### config.mk
export PLATFORM = sky130hd
export DESIGN_NAME = spi_peripheral_core
export DESIGN_NICKNAME = d
export VERILOG_FILES = /design/src/rtl/spi_peripheral_core.sv
export SDC_FILE = /design/constraint.sdc
export NUM_CORES = 1
export LEC_CHECK = 0
export ABC_AREA = 1
export ABC_CLOCK_PERIOD_IN_PS = 1700
export CORE_UTILIZATION = 53
export DETAILED_ROUTE_END_ITERATION = 10
export PLACE_DENSITY = 0.78
export SLEW_MARGIN = 10
export SYNTH_ARGS = -nofsm -noshare
export SYNTH_HDL_FRONTEND = slang
export SYNTH_SLANG_ARGS = --single-unit
### constraint.sdc
create_clock -name clk -period 1.7 [get_ports clk]
set_clock_uncertainty 0.05 [all_clocks]
set_input_delay 0.34 -clock clk [delete_from_list [all_inputs] [get_ports clk]]
set_output_delay 0.34 -clock clk [all_outputs]
set_load 0.01 [all_outputs]
### src/rtl/spi_peripheral_core.sv
// SPI peripheral (target) endpoint: oversamples SCLK/CS/MOSI in the clk domain,
// shifts bytes in and out MSB first, and exchanges them with the fabric via valid/ready.
module spi_peripheral_core #(
  parameter bit                CPOL      = 1'b0,
  parameter bit                CPHA      = 1'b0,
  parameter int                DATA_W    = 8,
  parameter logic [DATA_W-1:0] IDLE_BYTE = {DATA_W{1'b1}}
) (
  input  logic              clk,
  input  logic              rst,
  input  logic              spi_clk,
  input  logic              spi_cs,
  input  logic              spi_mosi,
  output logic              spi_miso,
  output logic              miso_oe,
  input  logic [DATA_W-1:0] tx_data,
  input  logic              tx_valid,
  output logic              tx_ready,
  output logic [DATA_W-1:0] rx_data,
  output logic              rx_valid,
  output logic              tx_underrun,
  output logic              rx_overrun,
  input  logic              rx_ack,
  output logic              frame_err
);

  localparam int CNT_W = $clog2(DATA_W + 1);
  localparam logic [CNT_W-1:0] LAST_BIT = CNT_W'(DATA_W - 1);

  typedef enum logic [0:0] {
    IDLE   = 1'b0,
    ACTIVE = 1'b1
  } state_t;

  state_t state_q, state_d;

  // Synchronizer chains: stages [1:0] synchronize, stage [2] is the edge-detect reference.
  logic [2:0] sclk_sync;
  logic [2:0] cs_sync;
  logic [1:0] mosi_sync;

  logic lead_edge, trail_edge, sample_edge, shift_edge;
  logic cs_fall, cs_rise, mosi_bit;

  logic [DATA_W-1:0] shift_tx;
  logic [DATA_W-2:0] shift_rx;
  logic [DATA_W-1:0] rx_next;
  logic [DATA_W-1:0] hold_reg;
  logic              hold_full;
  logic              pending;
  logic              first_lead;
  logic              reload_pend;
  logic [CNT_W-1:0]  bit_cnt;

  logic start_frame, end_frame, smp_en, shf_en;
  logic load_tx, shift_en, byte_done;

  // Synchronizers reset to the idle levels so that reset release never looks like an edge.
  always_ff @(posedge clk or negedge rst) begin
    if (!rst) begin
      sclk_sync <= {3{CPOL}};
      cs_sync   <= 3'b111;
      mosi_sync <= 2'b00;
    end else begin
      // NOTE: sequential state uses non-blocking assignments so every stage samples the
      // pre-edge value of its neighbour; blocking here would collapse the chain.
      sclk_sync <= {sclk_sync[1:0], spi_clk};
      cs_sync   <= {cs_sync[1:0], spi_cs};
      mosi_sync <= {mosi_sync[0], spi_mosi};
    end
  end

  assign lead_edge   = (sclk_sync[1] != CPOL) && (sclk_sync[2] == CPOL);
  assign trail_edge  = (sclk_sync[1] == CPOL) && (sclk_sync[2] != CPOL);
  assign sample_edge = CPHA ? trail_edge : lead_edge;
  assign shift_edge  = CPHA ? lead_edge : trail_edge;
  assign cs_fall     = !cs_sync[1] && cs_sync[2];
  assign cs_rise     = cs_sync[1] && !cs_sync[2];
  assign mosi_bit    = mosi_sync[1];

  always_ff @(posedge clk or negedge rst) begin
    if (!rst) state_q <= IDLE;
    else      state_q <= state_d;
  end

  // A CS release takes priority over any SCLK edge detected in the same cycle.
  always_comb begin
    // NOTE: every output of this block gets a default first, so no path can infer a latch.
    state_d     = state_q;
    start_frame = 1'b0;
    end_frame   = 1'b0;
    smp_en      = 1'b0;
    shf_en      = 1'b0;
    unique case (state_q)
      IDLE: begin
        if (cs_fall) begin
          state_d     = ACTIVE;
          start_frame = 1'b1;
        end
      end
      ACTIVE: begin
        if (cs_rise) begin
          state_d   = IDLE;
          end_frame = 1'b1;
        end else begin
          smp_en = sample_edge;
          shf_en = shift_edge;
        end
      end
    endcase
  end

  // A shift edge that follows a completed byte reloads instead of shifting; with CPHA=1 the
  // first leading edge of a frame is skipped because bit 0 was already presented at CS fall.
  assign load_tx   = start_frame || (shf_en && reload_pend);
  assign shift_en  = shf_en && !reload_pend && !first_lead;
  assign byte_done = smp_en && (bit_cnt == LAST_BIT);
  assign rx_next   = {shift_rx, mosi_bit};

  always_ff @(posedge clk or negedge rst) begin
    if (!rst) begin
      shift_tx    <= '0;
      shift_rx    <= '0;
      hold_reg    <= '0;
      hold_full   <= 1'b0;
      pending     <= 1'b0;
      first_lead  <= 1'b0;
      reload_pend <= 1'b0;
      bit_cnt     <= '0;
      miso_oe     <= 1'b0;
      rx_data     <= '0;
      rx_valid    <= 1'b0;
      tx_underrun <= 1'b0;
      rx_overrun  <= 1'b0;
      frame_err   <= 1'b0;
    end else begin
      rx_valid    <= 1'b0;
      tx_underrun <= 1'b0;
      rx_overrun  <= 1'b0;
      frame_err   <= 1'b0;

      if (load_tx) begin
        if (hold_full) begin
          shift_tx <= hold_reg;
        end else begin
          shift_tx    <= IDLE_BYTE;
          tx_underrun <= 1'b1;
        end
      end else if (shift_en) begin
        shift_tx <= {shift_tx[DATA_W-2:0], 1'b0};
      end

      // A write arriving while the held byte moves out is refused; tx_ready is still low.
      if (load_tx && hold_full) begin
        hold_full <= 1'b0;
      end else if (tx_valid && !hold_full) begin
        hold_full <= 1'b1;
        hold_reg  <= tx_data;
      end

      if (start_frame) begin
        miso_oe     <= 1'b1;
        bit_cnt     <= '0;
        shift_rx    <= '0;
        first_lead  <= CPHA;
        reload_pend <= 1'b0;
      end

      if (end_frame) begin
        miso_oe     <= 1'b0;
        bit_cnt     <= '0;
        first_lead  <= 1'b0;
        reload_pend <= 1'b0;
        frame_err   <= (bit_cnt != '0);
      end

      if (smp_en) begin
        shift_rx <= rx_next[DATA_W-2:0];
        if (byte_done) begin
          bit_cnt     <= '0;
          rx_data     <= rx_next;
          rx_valid    <= 1'b1;
          rx_overrun  <= pending;
          reload_pend <= 1'b1;
        end else begin
          bit_cnt <= bit_cnt + CNT_W'(1);
        end
      end

      if (shf_en) begin
        if (reload_pend)     reload_pend <= 1'b0;
        else if (first_lead) first_lead  <= 1'b0;
      end

      if (byte_done)   pending <= 1'b1;
      else if (rx_ack) pending <= 1'b0;
    end
  end

  assign tx_ready = !hold_full;
  assign spi_miso = miso_oe && shift_tx[DATA_W-1];

endmodule

* Yosys cells after proc, flatten, opt, wreduce, memory -nomap -nowiden *
Cells that the tools add are included.

word-level totals
  logic and storage cells = 93
  flip-flop bits (word level) = 53

operators by class
  bitwise gates (word level) = 4
  add/subtract/negate cells = 1
  multiplexer cells = 43
  reductions and logical operators = 26
  equality and inequality tests = 1

operator list
  kind                                           number
  2-to-1 mux 1 bit                               33
  2-to-1 mux 8 bit                               3
  2-to-1 mux 4 bit                               4
  2-to-1 mux 7 bit                               2
  logical AND 1 bit                              11
  nonzero test 2 bit                             5
  zero test 1 bit                                5
  adder 4 x 1 -> 4 bit, second input constant    1
  == test 4 x 3 -> 1 bit, second input constant  1
  NOT 1 bit                                      4
  AND reduction 2 bit                            2
  nonzero test 4 bit                             1
  nonzero test 3 bit                             1
  case mux 1 bit (2 select lines)                1
  logical OR 1 bit                               1

* Longest topological paths before layout *
Gate-level depths: netlist of run 1.

  depth after elaboration = 10
  gate-level depth with buffers = 8
  mapped depth without buffers = 8

* Least setup slack after synthesis of run 1 *
Ideal clock, no wire load.

  kind = register -> register
  start = register cs_sync[1]
  end = register shift_tx[1]
  period minus slack after synthesis = 1.390 ns
  path slack = 0.310 ns
  arrival time = 1.223 ns
  library setup time = 0.117 ns
  cell stages (with the launch flop) = 8
  cell sequence = dfstp_2 -> nand2_1 -> nand4_4 -> nand2_4 -> inv_2 -> nand2_4 -> nand2_1 -> nand2_1

on the way
  word-level cells in the longest chain between the ends = 6
  elaborated cells between the ends (all ways) = 13
  those cells by class = mux (5); reduce/logical (8)

RTL lines
  item                                                           RTL line  source
  start, declared                                                39        logic [2:0] cs_sync;
  start signal, assigned                                         68        cs_sync <= {cs_sync[1:0], spi_cs};
  zero test 1 bit / logical AND 1 bit (equally long branches)    77, 78
  logical AND 1 bit / 2-to-1 mux 1 bit (equally long branches)   77, 102
  2-to-1 mux 1 bit, on equally long branches                     96, 94
  2-to-1 mux 1 bit (tied with other cells)                       94        unique case (state_q)
  logical OR 1 bit / logical AND 1 bit (equally long branches)   115, 116
  2-to-1 mux 8 bit / nonzero test 2 bit (equally long branches)  n/a
  end signal, assigned                                           144       shift_tx <= hold_reg;
  end signal, assigned                                           150       shift_tx <= {shift_tx[DATA_W-2:0], 1'b0};
  end, declared                                                  45        logic [DATA_W-1:0] shift_tx;

Parallel ways exist; a longest one is shown, timed or not.
A chain may end at the register's enable or synchronous reset.

* Worst setup path after layout of run 1 *
  start = register rx_data[0]
  end = output rx_data[0]

RTL lines
  item                    RTL line  source
  start, declared         19        output logic [DATA_W-1:0] rx_data,
  start signal, assigned  181       rx_data <= rx_next;

No word-level cell between the ends.

==> results.json, run 1 <==
{
  "final_cell_mix": "nand2_1, dfrtp_1, inv_1, clkdlybuf4s50_1, nand3_1",
  "crit_type": "reg2out",
  "cpMaxStageDelayCell": "clkdlybuf4s50_1",
  "htree_levels": 2,
  "fill_cells": 307,
  "io_pins": 30,
  "routed_wl_mm": 3.69,
  "final_common_cell": "nand2_1",
  "antenna_left": 0,
  "final_cells": 308,
  "drtIter0Drc": 147,
  "synth-seq-area-share_pct": 61.1,
  "dieArea_sq_um": 4370,
  "post_dp_cell_area_sq_um": 2550,
  "fin_crit_sh_pct": 94.8,
  "yosysUniqueCellTypes": 26,
  "hpwl_mm": 2.60,
  "path_cells": "clkdlybuf4s50_1",
  "drt_first_pass_iters": 4,
  "grt_usage_pct": 20.0,
  "cts_tree": "yes",
  "numCtsBuffers": 5,
  "critPathMaxStageDelay_ps": 550,
  "p_leak_nw": 1.30,
  "num_rows": 22,
  "grt_pass1_vias": 1484,
  "place_inst": 299,
  "initial_core_util_pct": 57.3,
  "gr-total-overflow": 0,
  "start_kind": "flop",
  "routed_via_density": 5.09,
  "critPathBufInv": 1,
  "die_w_microns": 66.1,
  "fin_nets": 276,
  "ys_warn_count": 0,
  "port_buffers": 29,
  "total_power_mw": 3.00,
  "design_area_sq_um": 2650,
  "cts_root_buf": "clkbuf_8",
  "vdd_drop_max_v": 0.000743,
  "dieHeight_microns": 66.1,
  "wl_per_cell_microns": 12.0,
  "syn-cell-area_sq_um": 2180,
  "status": "finished clean",
  "ys_ff_latch": 53,
  "routabilityCongestion": 0.782,
  "finalSetupTns_ps": 0,
  "worstSkewPairLatency_ps": 300,
  "report.final.slew_viol_count": 0,
  "grt_max_degree": 54,
  "final_layout_size_suffix_gt1_share_pct": 15.0,
  "pwr_density_cell_nw_per_um2": 1130,
  "clock_path_buffers": 2,
  "hold_viol_final": 0,
  "arrival_ps": 1220,
  "path_delay_family": "buffers and inverters",
  "fp.coreArea_sq_um": 3800,
  "rsz0062_at_grt": "no",
  "finalSetupViolations": 0,
  "worstMarginPinSlew_ps": 270,
  "required_ps": 1310,
  "max_slew_margin_pct": 82.0,
  "drv_cap": 0,
  "critPathMaxFanout": 2,
  "critPathCaptureType": "output port",
  "antenna_found_initial": 0,
  "grt_pass1_wl_mm": 6.45,
  "finish.utilization_pct": 69.7,
  "hp-class": "reg2reg",
  "drc": 0,
  "clock-sinks": 53,
  "fmax_ghz": 0.620,
  "min_period_ps": 1610,
  "syn_nets": 238,
  "path_clk_slew_ps": 100,
  "netlist_instances": 221,
  "vias": 1567,
  "area_delta_synth_final_pct": 21.6,
  "synth_area_per_cell_sq_um": 9.85,
  "diodes": 0
}
-- layout make-up --
cell class	count	area (sq um)	area share (%)
Clock inverter	3	17.5	0.662
Timing Repair Buffer	36	354	13.4
Multi-Input combinational cell	135	708	26.8
Tap cell	48	60.1	2.27
Inverter	28	108	4.07
Sequential cell	53	1330	50.3
Clock buffer	5	68.8	2.60
-- report_power, final --
part | switching, mW | internal [mW] | total [mW]
combinational | 0.389 | 0.314 | 0.703
sequential | 0.122 | 1.50 | 1.62
clock | 0.392 | 0.285 | 0.676
-- what timing repair did --
action	CTS	global route
resized for setup	1	3
hold buffers	1	0
hold endpoints to repair	50	0
buffers inserted	0	0
setup endpoints to repair	1	8
-- metal layers --
layer  global-route usage [%]  share of wire (%)  vias to the layer above
met5                        0                  0                        -
met1                     26.7                 48                      739
met3                     5.69                4.4                        4
met2                     31.5                 46                       35
met4                     6.65               0.98                        0
li1                         -                  -                      789
-- cell usage after synthesis --
cell type   n  area share (%)
a21boi_0    1            0.34
a21oi_1     7             1.6
a31oi_1     1            0.29
buf_2       3            0.69
buf_4       1            0.34
buf_6       1            0.52
dfrtp_1    50              57
dfstp_2     3             3.6
ha_1        2             1.1
inv_1      26             4.5
inv_2       2            0.34
mux2_2      2             1.0
nand2_1    58              10
nand2_2     1            0.29
nand2_4     2             1.0
nand3_1    20             4.6
nand4_2     1            0.57
nand4_4     1            0.98
nor2_1     10             1.7
nor2_2      3            0.86
nor3_1      1            0.23
o21ai_0     7             1.6
o21ai_2     8             3.2
o22ai_1     8             2.3
or2_2       1            0.29
xor2_1      1            0.40
-- stage by stage --
stage,hold slack [ps],setup WS (ps)
final,292,88.3
after global placement,282,145
after CTS,299,3.43
after global routing,305,7.98
after detailed placement,286,137
after floorplan,-5.59,310
-- worst paths after layout --
check,start,endpoint,slack (ps),cells after the start
worst max-delay path,rx_data[0]$_DFFE_PN0P_,rx_data[0],90,1
max in group asynchronous,rst,cs_sync[0]$_DFF_PN1_,810,3
worst min register to register,sclk_sync[0]$_DFF_PN0_,sclk_sync[1]$_DFF_PN0_,290,0
min in group asynchronous,rst,rx_data[4]$_DFFE_PN0P_,490,3
worst min-delay path,sclk_sync[0]$_DFF_PN0_,sclk_sync[1]$_DFF_PN0_,290,0
worst max register to register,cs_sync[2]$_DFF_PN1_,shift_rx[0]$_DFFE_PN0P_,110,6
-- kinds of logic after synthesis --
family / share of synthesized area [%]
compound gates: 9.37
mux: 1.03
xor+xnor: 0.402
buf+inv: 6.38
simple gates: 20.6
flops: 61.1
fa+ha+maj: 1.15
Note: power is estimated with default switching activity, not from simulation.
==> run 2: changes to the inputs <==
Settings changed: PLACE_DENSITY 0.78 to 0.76.
==> run 2 against run 1 <==
  * Maximum frequency decreased by 0.43%
  * Power increased by 3.1%
  * First-iteration DRC count decreased by 37%
  * Register-to-register slack improved by 20 ps
  * Critical endpoint is now miso_oe
  * Largest cell class unchanged
  * Critical path depth unchanged
  * Wire length increased by 6.6%
  * Highest routed layer unchanged
  * Global-route usage increased by 1.3 points
==> results.json, run 2 (synthesis results as in run 1) <==
{
  "crit_type": "reg2out",
  "report.final.slew_viol_count": 0,
  "htree_levels": 2,
  "critPathMaxFanout": 3,
  "fin_crit_sh_pct": 95.2,
  "drt_first_pass_iters": 4,
  "grt_pass1_wl_mm": 6.90,
  "cts_root_buf": "clkbuf_8",
  "timing.final.ws_setup_ps": 81.3,
  "gr-total-overflow": 0,
  "start_kind": "flop",
  "io_pins": 30,
  "cpMaxStageDelayCell": "clkdlybuf4s50_1",
  "dieHeight_microns": 66.1,
  "initial_core_util_pct": 57.3,
  "switching_share_pct": 30.3,
  "fmax_ghz": 0.618,
  "die_w_microns": 66.1,
  "worstMarginPinSlew_ps": 274,
  "antenna_found_initial": 0,
  "total_power_mw": 3.09,
  "dieArea_sq_um": 4370,
  "status": "finished clean",
  "pre_cts_slack_ps": 146,
  "path_clk_slew_ps": 100,
  "hold_viol_final": 0,
  "worstHoldEndpoint": "mosi_sync[1]$_DFF_PN0_",
  "pwr_density_cell_nw_per_um2": 1160,
  "vias": 1591,
  "antenna_left": 0,
  "seq_power_share_pct": 52.6,
  "grt_max_degree": 54,
  "final_cell_mix": "nand2_1, dfrtp_1, clkdlybuf4s50_1",
  "p_clk_share_pct": 24.5,
  "power.share.combinational_pct": 22.9,
  "cts_tree": "yes",
  "worstRegToRegCells": 6,
  "path_cells": "clkdlybuf4s50_1",
  "clock_path_buffers": 2,
  "critPathMaxStageDelay_ps": 540,
  "drc": 0,
  "p_leak_nw": 1.30,
  "fill_cells": 305,
  "ff2ff_setup_slack_ps": 130,
  "hp-class": "reg2reg",
  "port_buffers": 29,
  "critPathCaptureType": "output port",
  "final_layout_size_suffix_gt1_share_pct": 16.4,
  "final_common_cell": "nand2_1",
  "min_period_ps": 1620,
  "max_slew_margin_pct": 81.7,
  "vdd_drop_max_v": 0.000709,
  "num_rows": 22,
  "drv_cap": 0,
  "post_dp_cell_area_sq_um": 2550,
  "hold_ws_ps": 309,
  "rsz0062_at_grt": "no",
  "worstSkewPairLatency_ps": 300,
  "clock-sinks": 53,
  "hold_depth": 0,
  "grt_usage_pct": 21.3,
  "wl_per_cell_microns": 12.7,
  "worstHoldStart": "mosi_sync[0]$_DFF_PN0_",
  "area_delta_synth_final_pct": 22.8,
  "path_delay_family": "buffers and inverters",
  "design_area_sq_um": 2670,
  "critPathBufInv": 1,
  "finalSetupTns_ps": 0,
  "routed_via_density": 5.13,
  "arrival_ps": 1230,
  "routabilityCongestion": 0.805,
  "p_int_mw": 2.15,
  "finalSetupViolations": 0,
  "worstReg2RegStart": "cs_sync[2]$_DFF_PN1_",
  "hpwl_mm": 2.70,
  "switchingPower_mw": 0.938,
  "numCtsBuffers": 5,
  "grt_pass1_vias": 1526,
  "required_ps": 1310,
  "diodes": 0,
  "fin_nets": 278,
  "rr_endpoint": "shift_rx[0]$_DFFE_PN0P_",
  "drtIter0Drc": 92,
  "fp.coreArea_sq_um": 3800,
  "routed_wl_mm": 3.93
}
## run 2: cell types whose count changed in the layout (fill, tap and decap cells not counted), sizes merged
cell | before | now
clkbuf | 5 | 6
dlymetal6s2s | 1 | 0
inv | 28 | 29
buf | 7 | 9
clkinv | 2 | 1
clkinvlp | 1 | 0
dlygate4sd2 | 1 | 2
## run 2: area by class of cell
type	instances	area, sq um	share of cell area [%]
clock buffer	6	82.6	3.09
clock inverter	2	17.5	0.655
inverter	28	108	4.03
multi-input combinational	135	708	26.5
sequential	53	1330	49.8
tap	48	60.1	2.25
timing repair buffer	38	365	13.7
## run 2: through the flow
stage | instances | utilization, %
after floorplan | 221 | -
after global placement | 300 | 67.2
after detailed placement | 300 | 67.2
after CTS | 310 | 70.3
after global routing | 310 | 70.4
final | 310 | 70.4
## run 2: how the worst max path moves through the flow
stage                               start                       to  cells after the start
CTS                   miso_oe$_DFFE_PN0P_                  miso_oe                      1
floorplan            cs_sync[1]$_DFF_PN1_  shift_tx[1]$_DFFE_PN0P_                      7
detailed placement   cs_sync[2]$_DFF_PN1_  shift_rx[0]$_DFFE_PN0P_                      6
global placement    hold_full$_DFFE_PN0P_                 tx_ready                      2
global route          miso_oe$_DFFE_PN0P_                  miso_oe                      1
finish                miso_oe$_DFFE_PN0P_                  miso_oe                      1
## run 2: power groups by stage
stage / Combinational [mW] / Sequential, mW / Clock [mW]
6_report: 0.709 / 1.63 / 0.757
3_3_place_gp: 0.666 / 1.65 / 0
3_5_place_dp: 0.686 / 1.66 / 0
4_1_cts: 0.715 / 1.62 / 0.768
2_1_floorplan: 0.485 / 1.61 / 0
5_1_grt: 0.821 / 1.65 / 0.816
## run 2: repair_timing
item | in CTS | in global routing
hold buffers | 1 | 0
gates resized for setup | 4 | 2
hold endpoints to repair | 50 | 0
buffers inserted | 1 | 0
setup endpoints to repair | 2 | 1
## run 2: metal layers
| metal | GRT usage, % | vias up | wire (microns) |
|---|---|---|---|
| li1 | - | 790 | - |
| met1 | 30.2 | 754 | 1910 |
| met2 | 32.3 | 41 | 1800 |
| met3 | 4.14 | 6 | 156 |
| met4 | 8.78 | 0 | 71 |
| met5 | 0 | - | 0 |
==> run 3: changes to the inputs <==
Settings changed: ABC_CLOCK_PERIOD_IN_PS 1700 to 1900, CORE_UTILIZATION 53 to 57, CTS_CLUSTER_SIZE set to 10, PLACE_DENSITY 0.76 to 0.81.
Clock period 1.7 ns to 1.9 ns, I/O delays scaled along.
==> run 3 against run 2 <==
  * Critical path depth grew 2
  * Non-clock buffer count shrank 4
  * Via count shrank 1.6%
  * Sequential share of layout area grew 0.30 points
  * Clock power shrank 0.5%
  * First-iteration DRC count grew 35%
  * Sequential cell count is the same
  * Count of clock-buffer cells in the layout is the same
  * Wire length shrank 3.6%
  * Critical endpoint is now spi_miso
  * Largest power group unchanged
==> results.json, run 3 (synthesis results as in run 1) <==
{
  "place_inst": 297,
  "htree_levels": 2,
  "cts_tree": "yes",
  "drc": 0,
  "path_cells": "nand2_1, inv_1, clkdlybuf4s50_1",
  "pwr_density_cell_nw_per_um2": 1070,
  "numCtsBuffers": 5,
  "critPathMaxStageDelay_ps": 520,
  "routed_wl_mm": 3.79,
  "fin_nets": 274,
  "power.share.combinational_pct": 21.6,
  "cpMaxStageDelayCell": "clkdlybuf4s50_1",
  "vias": 1565,
  "diodes": 0,
  "p_leak_nw": 1.29,
  "arrival_ps": 1290,
  "hpwl_mm": 2.72,
  "grt_pass1_vias": 1553,
  "worstMarginPinSlew_ps": 371,
  "antenna_left": 0,
  "postCtsSetupRepairBufs": 0,
  "io_pins": 30,
  "gr-total-overflow": 0,
  "met1Wirelength_mm": 1.83,
  "antenna_found_initial": 0,
  "start_kind": "flop",
  "critPathCaptureType": "output port",
  "finalSetupTns_ps": 0,
  "initial_core_util_pct": 59.5,
  "dieHeight_microns": 63.8,
  "report.final.slew_viol_count": 0,
  "clock_path_buffers": 2,
  "top_layer_used": "met4",
  "routabilityCongestion": 0.793,
  "worstSkewPairLatency_ps": 300,
  "die_w_microns": 63.8,
  "required_ps": 1470,
  "clock-sinks": 53,
  "dieArea_sq_um": 4070,
  "grt_usage_pct": 22.1,
  "area.sequential_sq_um": 1330,
  "multi_input_area_sq_um": 708,
  "seq_power_share_pct": 51.8,
  "final_cells": 306,
  "fmax_ghz": 0.580,
  "critPathMaxFanout": 3,
  "p_clk_share_pct": 26.6,
  "path_clk_slew_ps": 90,
  "crit_type": "reg2out",
  "timing.final.ws_setup_ps": 177,
  "rsz0062_at_grt": "no",
  "drt_first_pass_iters": 4,
  "finalSetupViolations": 0,
  "vdd_drop_max_v": 0.000683,
  "fill_cells": 278,
  "area_delta_synth_final_pct": 22.0,
  "final_common_cell": "nand2_1",
  "port_buffers": 29,
  "max_slew_margin_pct": 75.3,
  "wl_met2_mm": 1.73,
  "pre_cts_slack_ps": 290,
  "cts_root_buf": "clkbuf_8",
  "drv_cap": 0,
  "grt_pass1_wl_mm": 6.84,
  "final_cell_mix": "nand2_1, dfrtp_1, clkdlybuf4s50_1",
  "hp-class": "reg2reg",
  "fin_crit_sh_pct": 90.7,
  "hold_viol_final": 0,
  "switchingPower_mw": 0.814,
  "routed_via_density": 5.11,
  "min_period_ps": 1720,
  "p_int_mw": 2.01,
  "drtIter0Drc": 124,
  "wl_per_cell_microns": 12.4,
  "switching_share_pct": 28.8,
  "num_rows": 22,
  "final_layout_size_suffix_gt1_share_pct": 14.3,
  "fp.coreArea_sq_um": 3660,
  "met3WireLength_microns": 179,
  "status": "finished clean",
  "grt_max_degree": 39
}
## run 3: cell types whose count changed in the layout (fill, tap and decap cells not counted), sizes merged
| cell | change |
|---|---|
| dlygate4sd2 | -2 |
| bufinv | +1 |
| clkinv | -1 |
| dlymetal6s2s | +1 |
| buf | -4 |
| clkdlybuf4s50 | +1 |
## run 3: final timing paths
check                      slack [ps]                   start                       to  cells after the start
max reg2reg                       280    cs_sync[2]$_DFF_PN1_   rx_data[3]$_DFFE_PN0P_                      7
max in group asynchronous         760                     rst     cs_sync[0]$_DFF_PN1_                      3
min in group asynchronous         470                     rst  shift_tx[5]$_DFFE_PN0P_                      2
max                               180     miso_oe$_DFFE_PN0P_                 spi_miso                      3
min                               310  sclk_sync[0]$_DFF_PN0_   sclk_sync[1]$_DFF_PN0_                      0
min reg2reg                       310  sclk_sync[0]$_DFF_PN0_   sclk_sync[1]$_DFF_PN0_                      0
## run 3: layer usage
layer	vias to the layer above	global-route usage [%]
li1	775	-
met1	741	31.7
met2	44	32.7
met3	5	4.29
met4	0	9.94
met5	-	0
## run 3: power groups by stage
stage | registers, mW | clock network, mW | logic (mW)
after floorplan | 1.44 | 0 | 0.434
after global placement | 1.47 | 0 | 0.587
after detailed placement | 1.48 | 0 | 0.611
after CTS | 1.46 | 0.771 | 0.619
after global routing | 1.49 | 0.825 | 0.697
final | 1.47 | 0.753 | 0.611
## run 3: layout make-up
type,instances,area share [%]
clock buffers,6,2.73
clock inverters,2,1.46
inverters,28,3.96
multi-input cells,135,26.7
flip-flops and latches,53,50.1
well taps,48,2.26
repair buffers,34,12.8
## run 3: what timing repair did
action,in CTS,in global routing
setup endpoints to repair,0,1
hold buffers,1,0
hold endpoints to repair,15,0
gates resized for setup,0,2
## run 3: worst max-delay path, delay by kind of cell (launching register included)
| family | cells | cell delay (ps) |
|---|---|---|
| flip-flops | 1 | 380 |
| AND/OR/NAND/NOR | 1 | 60 |
| buffers and inverters | 2 | 560 |
## run 3: stage by stage
step	utilization (%)	total power [mW]	area, sq um	hold slack, ps
2_1_floorplan	-	1.88	2180	34.4
3_3_place_gp	69.1	2.06	2530	271
3_5_place_dp	69.1	2.09	2530	269
4_1_cts	72.5	2.85	2650	310
5_1_grt	72.6	3.01	2660	316
6_report	72.6	2.83	2660	308
